**src/rtl/ps2_kbd_fifo.sv**
```systemverilog
// PS/2 keyboard receiver: synchronizes and deglitches the PS/2 lines, assembles
// 11-bit frames and queues good bytes in a FIFO behind a small register map.
//   state    | meaning
//   S_IDLE   | waiting for a start bit (data 0 on a clock strobe)
//   S_DATA   | shifting in 8 data bits, LSB first
//   S_PARITY | capturing the odd-parity bit
//   S_STOP   | checking stop bit and parity, then pushing or flagging
module ps2_kbd_fifo #(
    parameter int DEPTH   = 16,
    parameter int FILTER  = 8,
    parameter int TIMEOUT = 100000
) (
    input  logic       clk,
    input  logic       reset,
    input  logic       re,
    input  logic       we,
    input  logic [7:0] addr,
    input  logic [7:0] data_write,
    output logic [7:0] data_read,
    input  logic       PS2Clk,
    input  logic       PS2Data,
    output logic       irq
);
    localparam int AW = (DEPTH > 1) ? $clog2(DEPTH) : 1;
    localparam int FW = (FILTER > 1) ? $clog2(FILTER) : 1;
    localparam int TW = $clog2(TIMEOUT + 1);

    typedef enum logic [1:0] {S_IDLE, S_DATA, S_PARITY, S_STOP} state_t;

    logic clk_s1, clk_s2, dat_s1, dat_s2;

    always_ff @(posedge clk) begin
        if (reset) begin
            clk_s1 <= 1'b1;
            clk_s2 <= 1'b1;
            dat_s1 <= 1'b1;
            dat_s2 <= 1'b1;
        end else begin
            clk_s1 <= PS2Clk;
            clk_s2 <= clk_s1;
            dat_s1 <= PS2Data;
            dat_s2 <= dat_s1;
        end
    end

    // Down-counter reloads whenever the input agrees with the filtered level
    logic          clk_filt;
    logic [FW-1:0] filt_cnt;
    logic          strobe;

    assign strobe = clk_filt && !clk_s2 && (filt_cnt == '0);

    always_ff @(posedge clk) begin
        if (reset) begin
            clk_filt <= 1'b1;
            filt_cnt <= FW'(FILTER - 1);
        end else if (clk_s2 == clk_filt) begin
            filt_cnt <= FW'(FILTER - 1);
        end else if (filt_cnt == '0) begin
            clk_filt <= clk_s2;
            filt_cnt <= FW'(FILTER - 1);
        end else begin
            filt_cnt <= filt_cnt - 1'b1;
        end
    end

    state_t        state;
    logic [2:0]    bit_cnt;
    logic [7:0]    shreg;
    logic          par_bit;
    logic [TW-1:0] tmo;
    logic          push;
    logic [7:0]    push_byte;
    logic          perr_set, ferr_set;

    always_ff @(posedge clk) begin
        if (reset) begin
            state     <= S_IDLE;
            bit_cnt   <= 3'd0;
            shreg     <= 8'h00;
            par_bit   <= 1'b0;
            tmo       <= '0;
            push      <= 1'b0;
            push_byte <= 8'h00;
            perr_set  <= 1'b0;
            ferr_set  <= 1'b0;
        end else begin
            push     <= 1'b0;
            perr_set <= 1'b0;
            ferr_set <= 1'b0;
            if (strobe) begin
                tmo <= TW'(TIMEOUT - 1);
                case (state)
                    S_IDLE: begin
                        if (!dat_s2) begin
                            state   <= S_DATA;
                            bit_cnt <= 3'd0;
                        end
                    end
                    S_DATA: begin
                        shreg   <= {dat_s2, shreg[7:1]};
                        bit_cnt <= bit_cnt + 3'd1;
                        if (bit_cnt == 3'd7) state <= S_PARITY;
                    end
                    S_PARITY: begin
                        par_bit <= dat_s2;
                        state   <= S_STOP;
                    end
                    S_STOP: begin
                        state <= S_IDLE;
                        if (!dat_s2) begin
                            ferr_set <= 1'b1;
                        end else if (^{shreg, par_bit}) begin
                            push      <= 1'b1;
                            push_byte <= shreg;
                        end else begin
                            perr_set <= 1'b1;
                        end
                    end
                    default: state <= S_IDLE;
                endcase
            end else if (state != S_IDLE) begin
                // A stalled frame is dropped silently
                if (tmo == '0) state <= S_IDLE;
                else           tmo   <= tmo - 1'b1;
            end
        end
    end

    logic [7:0]    mem [DEPTH];
    logic [AW-1:0] wr_ptr, rd_ptr;
    logic [AW:0]   count;
    logic          ovf, perr, ferr;
    logic          full, empty, pop, push_ok, ovf_set, flush, clr;
    logic [7:0]    status;
    logic          unused_bits;

    assign full        = (count == (AW + 1)'(DEPTH));
    assign empty       = (count == '0);
    assign pop         = re && (addr == 8'h00) && !empty;
    assign push_ok     = push && (!full || pop);
    assign ovf_set     = push && full && !pop;
    assign flush       = we && (addr == 8'h03) && data_write[0];
    assign clr         = we && (addr == 8'h03) && data_write[1];
    assign status      = {3'b000, ferr, perr, ovf, full, !empty};
    assign unused_bits = ^data_write[7:2];

    always_ff @(posedge clk) begin
        if (push_ok && !flush) mem[wr_ptr] <= push_byte;
    end

    always_ff @(posedge clk) begin
        if (reset) begin
            wr_ptr    <= '0;
            rd_ptr    <= '0;
            count     <= '0;
            ovf       <= 1'b0;
            perr      <= 1'b0;
            ferr      <= 1'b0;
            irq       <= 1'b0;
            data_read <= 8'h00;
        end else begin
            // Flush beats any push or pop in the same cycle
            if (flush) begin
                wr_ptr <= '0;
                rd_ptr <= '0;
                count  <= '0;
            end else begin
                if (push_ok) wr_ptr <= wr_ptr + 1'b1;
                if (pop)     rd_ptr <= rd_ptr + 1'b1;
                case ({push_ok, pop})
                    2'b10:   count <= count + 1'b1;
                    2'b01:   count <= count - 1'b1;
                    default: count <= count;
                endcase
            end
            ovf  <= (ovf  && !clr) || ovf_set;
            perr <= (perr && !clr) || perr_set;
            ferr <= (ferr && !clr) || ferr_set;
            irq  <= !empty;
            if (re) begin
                case (addr)
                    8'h00:   data_read <= empty ? 8'h00 : mem[rd_ptr];
                    8'h01:   data_read <= status;
                    8'h02:   data_read <= 8'(count);
                    default: data_read <= 8'h00;
                endcase
            end
        end
    end
endmodule

```
**config.mk**
```make
export PLATFORM = sky130hd
export DESIGN_NAME = ps2_kbd_fifo
export DESIGN_NICKNAME = d
export VERILOG_FILES = /design/src/rtl/ps2_kbd_fifo.sv
export SDC_FILE = /design/constraint.sdc
export NUM_CORES = 1
export LEC_CHECK = 0
export BUFFER_PORTS_ARGS = -buffer_cell sky130_fd_sc_hd__buf_2
export CAP_MARGIN = 20
export CELL_PAD_IN_SITES_DETAIL_PLACEMENT = 1
export CELL_PAD_IN_SITES_GLOBAL_PLACEMENT = 1
export CORE_MARGIN = 2
export CORE_UTILIZATION = 40
export DETAILED_ROUTE_END_ITERATION = 6
export GPL_TIMING_DRIVEN = 1
export PLACE_DENSITY = 0.64
export SKIP_CTS_REPAIR_TIMING = 1
export SYNTH_ARGS = -nofsm -noshare
export SYNTH_HDL_FRONTEND = slang
export SYNTH_SLANG_ARGS = --single-unit
```
**constraint.sdc**
```tcl
create_clock -name clk -period 2.8 [get_ports clk]
set_input_delay 0.14 -clock clk [delete_from_list [all_inputs] [get_ports clk]]
set_output_delay 0.14 -clock clk [all_outputs]
set_load 0.02 [all_outputs]
```
======== After elaboration in Yosys (flattened, before gate mapping) ========
Memory sizes are Yosys's and may differ from the RTL's. A register that Yosys moved wholly into a read port is not among the register bits.
Cells that the tools add are included.
word-level totals
  register bits after elaboration ......... 75
  bits in writable memories ............... 128
  bits of input ports ..................... 22
  word-level logic and storage cells ...... 121
  memories kept ........................... 1
memories
  name  words  width  read ports  clocked after memory_dff  write ports  line  source
  mem   16     8      1           1                         1            130   logic [7:0] mem [DEPTH];
cells by class
  add/sub/neg operators ................... 7
  eq/ne operators ......................... 15
  multiplexer cells ....................... 21
  bitwise gates (word level) .............. 5
  reductions and logical operators ........ 48
operators by type and width
  cell                   number
  $mux 17                3
  $pmux 8 s3             1
  $logic_not 17->1       1
  $sub 17x1->17 const B  1
  $eq 8x2->1 const B     2
  $logic_and 1x1->1      14
  $mux 2                 5
  $pmux 5 s2             1
  $reduce_and 2->1       5
  $reduce_bool 2->1      5
  $reduce_xor 9->1       1
  $add 4x1->4 const B    2
  $eq 8x1->1 const B     1
  $logic_not 8->1        1
  $mux 4                 2
  $mux 8                 1
  $pmux 2 s4             1
  $reduce_and 4->1       2
  $eq 2x2->1 const B     3
  $logic_not 1->1        6
  $ne 3x3->1 const B     2
  $pmux 3 s2             1
  $reduce_or 3->1        2
  $add 5x1->5 const B    1
  18 further kinds       32

======== Longest topological paths before layout ========
  depth in word-level cells ............... 8
  depth in mapped cells ................... 11

======== Worst setup path after synthesis ========
No wires, ideal clock.
  path type ............................... input to register
  from .................................... input addr[5]
  to ...................................... register count[2]
  library setup time ...................... 0.078 ns
  data arrival time ....................... 2.442 ns
  data required time ...................... 2.722 ns
  setup slack ............................. 0.280 ns
  stages on the path ...................... 10
  buffers on the path ..................... 1
  cells stage by stage .................... or4_1 -> buf_4 -> or4_4 -> nor3_2 -> xor2_1 -> ha_1 -> nand2_1 -> a211o_1 -> and3b_1 -> nor3_1
on the way
  cells in the longest elaborated chain, start to end .. 7
  elaborated cells on any way between the ends .. 13
  classes of those cells .................. 3 x eq/ne; 1 x mux; 9 x reduce/logical
RTL lines
  item                                                    line  source
  from (decl)                                             17    input logic [7:0] addr,
  $logic_not 8->1                                         140   assign pop = re && (addr == 8'h00) && !empty;
  $logic_and 1x1->1 (2 in a row)                          140
  $logic_or 1x1->1                                        141   assign push_ok = push && (!full || pop);
  $logic_and 1x1->1                                       141
  $eq 2x1->1 / $eq 2x2->1 (equally long branches)         171   case ({push_ok, pop})
  $pmux 5 s2 / $reduce_bool 2->1 (equally long branches)  n/a
  to (signal assigned)                                    172   2'b10: count <= count + 1'b1;
  to (signal assigned)                                    173   2'b01: count <= count - 1'b1;
  to (signal assigned)                                    174   default: count <= count;
  to (decl)                                               132   logic [AW:0] count;
Several ways; a longest one is shown, not always the timed one.
A chain may end at the register's enable or synchronous reset.

======== Worst setup path in the final report ========
  from .................................... register count[2]
  to ...................................... register count[2]
on the way
  cells in the longest elaborated chain, start to end .. 7
  elaborated cells on any way between the ends .. 13
  classes of those cells .................. 2 x add/sub; 3 x eq/ne; 1 x mux; 7 x reduce/logical
RTL lines
  item                                                    line  source
  $logic_not 5->1                                         139   assign empty = (count == '0);
  $logic_not 1->1                                         140
  $logic_and 1x1->1                                       140
  $logic_or 1x1->1                                        141
  $logic_and 1x1->1                                       141
  $eq 2x1->1 / $eq 2x2->1 (equally long branches)         171
  $pmux 5 s2 / $reduce_bool 2->1 (equally long branches)  n/a
Several ways; a longest one is shown, not always the timed one.

==> results.md <==
* Post-synth top area share at 44.3%
* Port Buffers at 24
* WHS Endpoint: data_read[0]
* CTS Sinks at 207
* Hold Path Class: input pin to flip-flop
* Outcome: finished, final reports clean
* PD cells at 628 mW/mm^2
* Reg area at 0.00543 sq mm
* CTS root buf: clkbuf_16
* CP startpoint kind: flip-flop
* R2R Path Start: count[2]
* Top sig layer: met4
* Arrival @ worst endpoint at 2.75 ns
* Synth unique cells at 56
* Iter 0 DRT Violations at 341
* Non-Filler Instances at 985
* Setup ws final at 0.468 ns
* Flops & latches, synth at 207
* Count leader, synth: edfxtp_1
* Die H at 151 microns
* Num rows at 53
* Drt wl/cell at 20.5 microns
* Tcrit/Tclk final at 83.3%
* Area Growth Syn to Fin at 15.7%
* Via density at 5.54
* Num CTS Buffers at 23
* Critical Path, Cell by Cell: or4_1, nor2_1, nor3_2, xor2_1, ha_1, nand2_1, a211o_1, and3b_1, nor3_1
* Placed cell count at 941
* Pleak at 3.38 nW
* Top fanout value on the critical path at 9
* Initial antenna violation count at 0
* Routed Antenna Nets at 0
* Fmax achieved at 0.429 GHz
* Initial core utilization at 41.0%
* TritonCTS clock tree: built
* DRT Pass-1 Iters at 4
* DP Area at 0.00925 sq mm
* Die X at 151 microns
* Final hold vios at 0
* Total number of vias at 5,458
* Asr flop ratio synth at 0%
* Setup slack, reg-to-reg at 0.47 ns
* Clk pin slew, worst setup/hold paths at 0.06 ns
* Number of I/O pins at 31
* Vias in the first global route at 5,662
* Flop pwr share at 51.1%
* Final slew viol count at 0
* Area of the multi-input gates at 0.00305 sq mm
* CP delay by family, top: simple AND/OR/NAND/NOR gates
* Clock share of power at 47.8%
* WP buf/inv at 0
* Met2 wire len at 10.1 mm
* DP HPWL at 13.9 mm
* Yosys warns at 0
* Number of max-cap violations at 0
* Sw frac at 20.0%
* Kind of critical path: flip-flop to flip-flop
* Routed wl met3 at 786 microns
* DRT Wirelength at 20.2 mm
* RSZ-0062 raised after global routing: false
* Mapped Area at 0.00867 sq mm
* Skew-Pair Late Insertion Delay at 0.51 ns
* Post-synth EDFFs at 128
* Full die area at 0.0229 sq mm
* CP endpoint kind: flip-flop
* Top cells by area, synth: edfxtp_1, dfxtp_1, mux4_2
* # fillers at 2,130
* DRC Markers at 0
* Grt ovf at 0
* Worst slew pin tran at 0.815 ns
* M1 wire length at 8.97 mm
* Post-route design area at 0.0100 sq mm
* Skew final at 0.0214 ns
* Post-Place Setup Slack at 0.0933 ns
* Total Routing Usage GR at 18.3%
* Synth Flop Type: edfxtp_1
* Commonest cells post-synth: edfxtp_1, dfxtp_1, a21oi_1
* Internal at 0.00504 W
* Setup TNS at 0 ns
* Top cell type by total area after synthesis: edfxtp_1
* ANT cells at 0
* Setup Viol. Count Final at 0
* Min-delay src: re
* CP required at 3.22 ns
* Worst-case reg-to-reg path depth at 9
* Tot Pwr at 0.00630 W
* Layout cells sized above 1 at 21.3%
* Final Net Count at 732
* Gate power share at 1.1%
* Rel. slew slack at 45.6%
* Sequential cell area fraction in the yosys report at 62.6%
* Synthesized Nets at 680
* Slowest stage cell, crit path: or4_1
* Clk buf depth at 3
* Slowest stage delay, CP at 0.52 ns
* Core box area at 0.0212 sq mm
* Syn Area/Cell at 13.5 sq um
* Largest net degree at the start of global routing at 51
* Peak supply drop at 449 uV
* Post-Synthesis Cells at 641
* Tmin final at 2.33 ns
* First-pass GRT wire length at 32.0 mm
* Reg-to-reg endpoint: count[2]
* GPL Wtd Cong at 0.837
* Hold path cells at 3
* CTS H-tree lvls at 1
* Sw Pwr at 0.00126 W
## worst max-delay path by stage
| stage | startpoint | cells past startpoint | slack (ns) | endpoint |
|---|---|---|---|---|
| 4_1_cts | count[2] | 9 | 0.46 | count[2] |
| 6_report | count[2] | 9 | 0.47 | count[2] |
| 2_1_floorplan | addr[5] | 10 | 0.28 | count[2] |
| 3_5_place_dp | addr[5] | 10 | 0.09 | count[2] |
| 5_1_grt | count[2] | 9 | 0.26 | count[2] |
| 3_3_place_gp | addr[5] | 10 | 0.17 | count[2] |
## metrics by stage
| stage | util, % | hold WS (ns) |
|---|---|---|
| global placement | 43.7 | 0.325 |
| global route | 47.4 | 0.0281 |
| finish | 47.4 | 0.0305 |
| CTS | 47.3 | -0.200 |
| floorplan | - | 0.242 |
| detailed placement | 43.7 | 0.325 |
## state kept, by name, summed over array words and instances, names as in the netlist, 2 cells and up, named ones only
| register | flops |
|---|---|
| mem | 128 |
| push_byte | 8 |
| data_read | 8 |
| tmo | 17 |
| filt_cnt | 3 |
| state | 2 |
| count | 5 |
| rd_ptr | 4 |
| bit_cnt | 3 |
| shreg | 8 |
| wr_ptr | 4 |
## layout make-up
class	instances	share of cell area, %
sequential	207	54.1
multi-input combinational	387	30.4
clock buffer	25	5.91
timing repair buffer	57	3.84
tap	275	3.43
clock inverter	17	1.66
inverter	17	0.636
## cells in the final DEF (no fill, tap or decap), types with 4 or more instances in the layout
| cell type | netlist | routed |
|---|---|---|
| a21oi_1 | 47 | 47 |
| a22oi_1 | 12 | 12 |
| a31o_2 | 4 | 4 |
| a31oi_1 | 5 | 5 |
| and3_1 | 4 | 4 |
| buf_2 | 5 | 24 |
| buf_4 | 2 | 30 |
| clkbuf_16 | 0 | 23 |
| clkinv_1 | 0 | 6 |
| clkinvlp_4 | 0 | 4 |
| dfxtp_1 | 79 | 78 |
| edfxtp_1 | 128 | 128 |
| ha_1 | 17 | 17 |
| inv_1 | 17 | 17 |
| mux2_2 | 4 | 4 |
| mux2i_1 | 4 | 4 |
| mux4_2 | 34 | 34 |
| nand2_1 | 33 | 33 |
| nand2b_1 | 12 | 12 |
| nand3_1 | 19 | 19 |
| nand3b_1 | 4 | 4 |
| nand4_1 | 4 | 4 |
| nor2_1 | 46 | 46 |
| nor2b_1 | 7 | 7 |
| nor3_1 | 13 | 13 |
| nor3_2 | 5 | 5 |
| nor3b_1 | 4 | 4 |
| nor4_1 | 12 | 12 |
| o21ai_0 | 18 | 18 |
| or2_2 | 8 | 8 |
| or3_1 | 7 | 7 |
| xnor2_1 | 23 | 23 |
## power by group through the flow
stage / combinational (W) / clock (W) / sequential (W)
6_report: 0.0000678 / 0.00301 / 0.00322
5_1_grt: 0.0000752 / 0.00318 / 0.00322
4_1_cts: 0.0000663 / 0.00308 / 0.00322
3_5_place_dp: 0.0000661 / 0 / 0.00329
3_3_place_gp: 0.0000637 / 0 / 0.00329
2_1_floorplan: 0.0000367 / 0 / 0.00328
## tightest hold or removal path, cell delays in order
cell and delay (ns):
buf_2 0.11, a41oi_1 0.10, a21oi_1 0.13
## logic make-up after synthesis
family / Yosys count / share of synthesized area (%)
buf+inv: 47 / 2.19
compound gates: 107 / 7.87
simple gates: 193 / 11.9
flops: 207 / 62.6
xor+xnor: 28 / 3.16
mux: 42 / 9.82
fa+ha+maj: 17 / 2.45
## metal layers
metal / GRT usage [%] / up-vias
li1: - / 2541
met2: 31.1 / 98
met3: 2.50 / 32
met5: 0 / -
met1: 24.8 / 2787
met4: 4.86 / 0
No activity file was read; power rests on OpenSTA's default activity.
